$ cat config.mk
export PLATFORM = sky130hd
export DESIGN_NAME = pipe_hazard_ctrl
export DESIGN_NICKNAME = d
export VERILOG_FILES = /design/src/rtl/pipe_hazard_ctrl_pkg.sv /design/src/rtl/pipe_hazard_ctrl_fwd_match.sv /design/src/rtl/pipe_hazard_ctrl.sv
export SDC_FILE = /design/constraint.sdc
export NUM_CORES = 1
export LEC_CHECK = 0
export CORE_MARGIN = 3
export CORE_UTILIZATION = 30
export DETAILED_ROUTE_END_ITERATION = 10
export PLACE_DENSITY = 0.82
export SLEW_MARGIN = 20
export SYNTH_ARGS = -nofsm -noshare
export SYNTH_HDL_FRONTEND = slang
export SYNTH_SLANG_ARGS = --single-unit
$ cat constraint.sdc
create_clock -name clk -period 1.9 [get_ports clk]
set_input_delay 0.38 -clock clk [delete_from_list [all_inputs] [get_ports clk]]
set_output_delay 0.38 -clock clk [all_outputs]
set_load 0.005 [all_outputs]
$ cat src/rtl/pipe_hazard_ctrl_pkg.sv
// Shared definitions for the pipeline hazard controller.
//   hz_state_e  : controller FSM state (normal run / data-memory wait freeze)
//   FWD_SEL_RF  : forwarding select value meaning "use register file"
//   WAIT_CNT_W  : width of the memory-wait timeout counter
//   sel_w()     : width of a forwarding select for a given number of producer stages
package pipe_hazard_ctrl_pkg;

   typedef enum logic [0:0] {
      StRun     = 1'b0,
      StMemWait = 1'b1
   } hz_state_e;

   localparam int unsigned FWD_SEL_RF = 0;
   localparam int unsigned WAIT_CNT_W = 8;

   // One code per producer stage plus the register-file code.
   function automatic int unsigned sel_w(input int unsigned n_fwd);
      return $clog2(n_fwd + 1);
   endfunction

endpackage

$ cat src/rtl/pipe_hazard_ctrl_fwd_match.sv
// Priority forwarding matcher for one ID-stage source operand.
// Searches producer stages 0..N_FWD-1 (0 = nearest) for a pending write to the operand's
// register; the nearest stage wins. Register 0 and unused operands never match.
// Ports:
//   addr      in   operand register address
//   used      in   instruction actually reads this operand
//   prod_addr in   destination register per stage, stage k = bits [k*W +: W]
//   prod_wen  in   register write enable per stage
//   prod_load in   stage holds a load
//   sel       out  FWD_SEL_RF on no match, else winning stage index + 1
//   hit_load  out  winning stage holds a load
//   hit_idx   out  winning stage index (0 when no match)
module pipe_hazard_ctrl_fwd_match
   import pipe_hazard_ctrl_pkg::*;
#(
   parameter int unsigned N_FWD      = 3,
   parameter int unsigned REG_ADDR_W = 5,
   parameter int unsigned SEL_W      = 2
) (
   input  logic [REG_ADDR_W-1:0]       addr,
   input  logic                        used,
   input  logic [N_FWD*REG_ADDR_W-1:0] prod_addr,
   input  logic [N_FWD-1:0]            prod_wen,
   input  logic [N_FWD-1:0]            prod_load,
   output logic [SEL_W-1:0]            sel,
   output logic                        hit_load,
   output logic [SEL_W-1:0]            hit_idx
);

   logic hit;

   always_comb begin
      hit      = 1'b0;
      sel      = SEL_W'(FWD_SEL_RF);
      hit_load = 1'b0;
      hit_idx  = '0;
      if (used && (addr != '0)) begin
         for (int i = 0; i < int'(N_FWD); i++) begin
            if (!hit && prod_wen[i] && (prod_addr[i*REG_ADDR_W +: REG_ADDR_W] == addr)) begin
               hit      = 1'b1;
               sel      = SEL_W'(i + 1);
               hit_load = prod_load[i];
               hit_idx  = SEL_W'(i);
            end
         end
      end
   end

endmodule

$ cat src/rtl/pipe_hazard_ctrl.sv
// Hazard, forwarding and stall controller for the 5-stage pipeline, beside the ID decoder.
// Per-operand forwarding over N_FWD producer stages, load-use stalls, store-data bypass, and
// a freeze FSM for multi-cycle data-memory accesses with a sticky wait timeout.
// Optional feature macro: HAZARD_PERF_CNT_EN builds the stall/flush/wait perf counters;
// without it the counter ports are tied to 0.
// Ports:
//   clk, rst                      clock (rising edge), asynchronous active-low reset
//   rs_addr/rt_addr, rs_used/rt_used, is_store, branch_taken   ID-stage instruction info
//   prod_addr/prod_wen/prod_load  per-stage producer info, stage 0 = EXE
//   mem_req/mem_ready             MEM-stage access request and completion
//   fwd_a_sel/fwd_b_sel/fwd_m     forwarding selects and store-data bypass
//   *_en / *_flush                stage enables and bubble inserts
//   mem_timeout                   sticky wait-timeout flag (registered)
//   stall_cnt/flush_cnt/wait_cnt  saturating perf counters
module pipe_hazard_ctrl
   import pipe_hazard_ctrl_pkg::*;
#(
   parameter int unsigned N_FWD      = 3,
   parameter int unsigned REG_ADDR_W = 5,
   parameter int unsigned LOAD_LAT   = 1,
   parameter int unsigned MEM_TMO    = 255,
   localparam int unsigned SEL_W     = sel_w(N_FWD)
) (
   input  logic                        clk,
   input  logic                        rst,
   input  logic [REG_ADDR_W-1:0]       rs_addr,
   input  logic [REG_ADDR_W-1:0]       rt_addr,
   input  logic                        rs_used,
   input  logic                        rt_used,
   input  logic                        is_store,
   input  logic                        branch_taken,
   input  logic [N_FWD*REG_ADDR_W-1:0] prod_addr,
   input  logic [N_FWD-1:0]            prod_wen,
   input  logic [N_FWD-1:0]            prod_load,
   input  logic                        mem_req,
   input  logic                        mem_ready,
   output logic [SEL_W-1:0]            fwd_a_sel,
   output logic [SEL_W-1:0]            fwd_b_sel,
   output logic                        fwd_m,
   output logic                        if_en,
   output logic                        id_en,
   output logic                        exe_en,
   output logic                        mem_en,
   output logic                        wb_en,
   output logic                        id_flush,
   output logic                        exe_flush,
   output logic                        wb_flush,
   output logic                        mem_timeout,
   output logic [31:0]                 stall_cnt,
   output logic [31:0]                 flush_cnt,
   output logic [31:0]                 wait_cnt
);

   hz_state_e             state_q, state_d;
   logic [WAIT_CNT_W-1:0] wait_q, wait_d;
   logic                  tmo_q, tmo_d;

   logic [SEL_W-1:0] a_sel, b_sel, a_idx, b_idx;
   logic             a_load, b_load;
   logic             hz_a, hz_b, store_byp, load_hz, freeze, fwd_ok;

   pipe_hazard_ctrl_fwd_match #(
      .N_FWD      (N_FWD),
      .REG_ADDR_W (REG_ADDR_W),
      .SEL_W      (SEL_W)
   ) u_match_rs (
      .addr      (rs_addr),
      .used      (rs_used),
      .prod_addr (prod_addr),
      .prod_wen  (prod_wen),
      .prod_load (prod_load),
      .sel       (a_sel),
      .hit_load  (a_load),
      .hit_idx   (a_idx)
   );

   pipe_hazard_ctrl_fwd_match #(
      .N_FWD      (N_FWD),
      .REG_ADDR_W (REG_ADDR_W),
      .SEL_W      (SEL_W)
   ) u_match_rt (
      .addr      (rt_addr),
      .used      (rt_used),
      .prod_addr (prod_addr),
      .prod_wen  (prod_wen),
      .prod_load (prod_load),
      .sel       (b_sel),
      .hit_load  (b_load),
      .hit_idx   (b_idx)
   );

   always_comb begin
      hz_a      = a_load && (int'(a_idx) < int'(LOAD_LAT));
      hz_b      = b_load && (int'(b_idx) < int'(LOAD_LAT));
      // A store only needs rt at MEM, so a load one stage ahead is bypassed there instead.
      store_byp = hz_b && is_store && (int'(b_idx) == int'(LOAD_LAT) - 1);
      load_hz   = hz_a || (hz_b && !store_byp);
      // Freeze on the cycle the wait starts and for every wait cycle until mem_ready.
      freeze    = !mem_ready && ((state_q == StMemWait) || mem_req);
      // The release cycle of a wait advances the pipe, so selects must be valid then too.
      fwd_ok    = ((state_q == StRun) || mem_ready) && !load_hz;
   end

   // Output decode; reset overrides combinationally so it acts without a clock edge.
   always_comb begin
      if_en     = 1'b1;
      id_en     = 1'b1;
      exe_en    = 1'b1;
      mem_en    = 1'b1;
      wb_en     = 1'b1;
      id_flush  = 1'b0;
      exe_flush = 1'b0;
      wb_flush  = 1'b0;
      fwd_a_sel = SEL_W'(FWD_SEL_RF);
      fwd_b_sel = SEL_W'(FWD_SEL_RF);
      fwd_m     = 1'b0;
      if (!rst) begin
         if_en     = 1'b0;
         id_en     = 1'b0;
         exe_en    = 1'b0;
         mem_en    = 1'b0;
         wb_en     = 1'b0;
         id_flush  = 1'b1;
         exe_flush = 1'b1;
         wb_flush  = 1'b1;
      end else begin
         if (freeze) begin
            if_en    = 1'b0;
            id_en    = 1'b0;
            exe_en   = 1'b0;
            mem_en   = 1'b0;
            wb_flush = 1'b1;
         end else if (load_hz) begin
            if_en     = 1'b0;
            id_en     = 1'b0;
            exe_flush = 1'b1;
         end else if (branch_taken) begin
            id_flush = 1'b1;
         end
         if (fwd_ok) begin
            fwd_a_sel = a_sel;
            fwd_b_sel = store_byp ? SEL_W'(FWD_SEL_RF) : b_sel;
            fwd_m     = store_byp;
         end
      end
   end

   always_comb begin
      state_d = state_q;
      unique case (state_q)
         StRun:     if (mem_req && !mem_ready) state_d = StMemWait;
         StMemWait: if (mem_ready) state_d = StRun;
         default:   state_d = StRun;
      endcase
      // Counts frozen cycles including the entry cycle; saturates.
      if (freeze) begin
         wait_d = (wait_q == '1) ? wait_q : wait_q + 1'b1;
      end else begin
         wait_d = '0;
      end
      tmo_d = tmo_q || (freeze && (wait_d >= WAIT_CNT_W'(MEM_TMO)));
   end

   always_ff @(posedge clk or negedge rst) begin
      if (!rst) begin
         state_q <= StRun;
         wait_q  <= '0;
         tmo_q   <= 1'b0;
      end else begin
         state_q <= state_d;
         wait_q  <= wait_d;
         tmo_q   <= tmo_d;
      end
   end

   assign mem_timeout = tmo_q;

`ifdef HAZARD_PERF_CNT_EN
   logic [31:0] stall_q, flush_q, wcnt_q;
   logic        stall_cyc;

   assign stall_cyc = !freeze && load_hz;

   always_ff @(posedge clk or negedge rst) begin
      if (!rst) begin
         stall_q <= '0;
         flush_q <= '0;
         wcnt_q  <= '0;
      end else begin
         if (stall_cyc && (stall_q != '1)) stall_q <= stall_q + 32'd1;
         if (id_flush && (flush_q != '1)) flush_q <= flush_q + 32'd1;
         if ((state_q == StMemWait) && (wcnt_q != '1)) wcnt_q <= wcnt_q + 32'd1;
      end
   end

   assign stall_cnt = stall_q;
   assign flush_cnt = flush_q;
   assign wait_cnt  = wcnt_q;
`else
   assign stall_cnt = '0;
   assign flush_cnt = '0;
   assign wait_cnt  = '0;
`endif

endmodule

==> out/metrics.cfg <==
[synthesis]
synth_edf_count = 0
ys_async_sr_fraction_pct = 100
ys_warn_count = 0
syn_area_mm2 = 0.00181
seq_area_frac_synth_pct = 13.8
syn-instance-count = 232
ys_ff_latch = 10
synth_cell_types = 40
syn_avg_cell_area_um2 = 7.82
synth_ff_type = dfrtp_1

[critical_path]
cp-startpoint = rt_addr[3]
path_class = input port to output port
worstPathMaxFanout = 4
critPathSlowestCell = or4_4
startpoint_type = input port
r2r-start = wait_q[0]
path_cells = buf_8, or4_4, o21ai_4, nor4_4, a31o_4, buf_6, nor4_4, buf_2
crit_required_ns = 1.52
endpoint_kind = output port
worstPathArrival_ns = 1.87
critPathMostFrequentCell = nor4_4
crit_path_max_incr_delay_ns = 0.55

[timing]
hold_viol = 0
layout_setup_ws_ns = -0.354
holdWs_ns = 0.330
maxSlewViolCount = 0
max_freq_ghz = 0.444
period_needed_ns = 2.25
fin_skew_ns = 0.00440
setup-violations-final = 9
rsz0062_at_grt = true
period_share_pct = 119

[route]
routedWlPerCell_um = 12.1
via_per_inst = 4.06
drc_errors = 0
wirelength_um = 4780
first_iter_violations = 52
via_count = 1607
dr.pass1.iters = 6
ant_nets = 0

[final_layout]
fin_nets = 366
fin_area_mm2 = 0.00254
final_cell_mix = conb_1 (96), buf_4 (38), buf_2 (18)
drive_gt1_share_pct = 33.3
fin_util_pct = 44.8
mostFrequentLayoutCell = conb_1
syn_to_final_growth_pct = 40.3
insertedDiodeCount = 0

[die]
dieHeight_um = 83.8
initial_core_util_pct = 32.0
design.portCount = 149
die_w_um = 83.8
rows = 27
core_area_mm2 = 0.00568
dieArea_mm2 = 0.00702

[power_and_ir_drop]
p_per_area_mw_per_mm2 = 319
p_leak_nw = 1.27
power_mw = 0.811
irDropWorstVdd_uv = 235

[clocking]
cts_tree = yes
cts_sinks = 10
insertion_delay_ns = 0.23
cts_made_buffers = 3
cts_hold_buf = 0
clk_pin_slew_worst_paths_ns = 0.04
cts_htree_levels = 1
cts_buffer_depth = 2
root_buffer = clkbuf_8

[outcome]
outcome = finished with violations
violations = setup timing

[run]
maxCapViolations = 0

[global_routing]
grt_pass1_vias = 1474
grt-ovfl-total = 0
grt.total_usage_pct = 12.1
grt_pass1_wl_um = 7070
grt_max_degree = 15
antenna_found_initial = 0

[place]
place_area_mm2 = 0.00227
gp_congestion = 0.903
place_hpwl_um = 3830
post-place-ws_ns = -1.12
place.port_buffers = 50

[hold_path]
hold_class = input port to asynchronous set/reset pin

-- kinds of logic (layout without fill, tap and decap cells) --
kind of cell / after synthesis / in the layout / share of synthesized area [%]
flip-flops: 10 / 10 / 13.8
other: 1 / 96 / 0.207
adder cells (fa/ha/maj): 1 / 1 / 0.690
multiplexers: 1 / 1 / 0.552
AO/OA/AOI/OAI: 23 / 23 / 9.04
AND/OR/NAND/NOR: 60 / 60 / 18.6
buffers and inverters: 105 / 102 / 42.2
XOR/XNOR: 31 / 31 / 15.0
-- stage by stage --
stage | std cells | setup TNS (ns)
floorplan | 327 | -0.148
global placement | 379 | -10.74
detailed placement | 379 | -11.10
CTS | 392 | -2.69
global route | 396 | -3.03
finish | 396 | -2.63
-- registers in the layout (all words and copies together), names as in the netlist --
name,cells
mem_timeout,1
wait_q,8
state_q,1
-- where the power goes --
group / internal (mW) / leakage (nW) / total, mW / switching (mW)
Sequential: 0.219 / 0.137 / 0.224 / 0.00565
Clock: 0.138 / 0.0216 / 0.209 / 0.0712
Combinational: 0.188 / 1.11 / 0.378 / 0.190
Total: 0.544 / 1.27 / 0.811 / 0.267
-- synth_stat cells (2+ instances only) --
master	instances	share of area [%]
a21oi_1	6	1.7
a31oi_1	3	1.0
and3_1	5	1.7
buf_4	99	41
clkbuf_1	4	0.83
dfrtp_1	10	14
inv_1	2	0.41
nand2_1	5	1.0
nand2b_1	3	1.0
nand3_1	7	1.9
nand4_1	5	1.7
nor2_1	11	2.3
nor2b_1	2	0.69
nor3_1	6	1.7
nor4_1	7	2.4
o21ai_0	3	0.83
or4_1	2	0.83
xnor2_1	12	5.8
xor2_1	19	9.2
-- final timing paths --
check | to | slack, ns | cells past startpoint
min in group clk | mem_timeout | 0.47 | 1
worst max-delay path | fwd_b_sel[1] | -0.35 | 8
max in group asynchronous | mem_timeout | 1.42 | 2
worst max register to register | mem_timeout | 0.17 | 6
worst min register to register | mem_timeout | 0.47 | 1
worst min-delay path | wait_q[5] | 0.33 | 2
-- worst max-delay path, delay by kind of cell --
family / cells / cell delay [ns]
AOI/OAI and AO/OA: 2 / 0.40
and+or+nand+nor: 3 / 0.72
buffers and inverters: 3 / 0.38
-- what timing repair did --
action                                 CTS  global route
endpoints found under the hold margin    0             0
setup endpoints to repair               13            11
setup buffers                           10             4
gates resized for setup                162            13
pin swaps                               28            15
-- metal layers --
layer,part of all wire [%],up-vias,track usage [%]
met3,8.8,2,2.76
met1,36,733,14.0
met4,0.48,0,1.02
li1,-,771,-
met5,0,-,0
met2,55,101,23.4
-- cell type report --
| class | instances | area [um^2] |
|---|---|---|
| clock buffers | 3 | 41.3 |
| fillers | 548 | 3130 |
| inverters | 2 | 7.51 |
| multi-input cells | 212 | 1360 |
| flip-flops and latches | 10 | 250 |
| well taps | 72 | 90.1 |
| repair buffers | 97 | 798 |
Note: power is estimated with default switching activity, not from simulation.
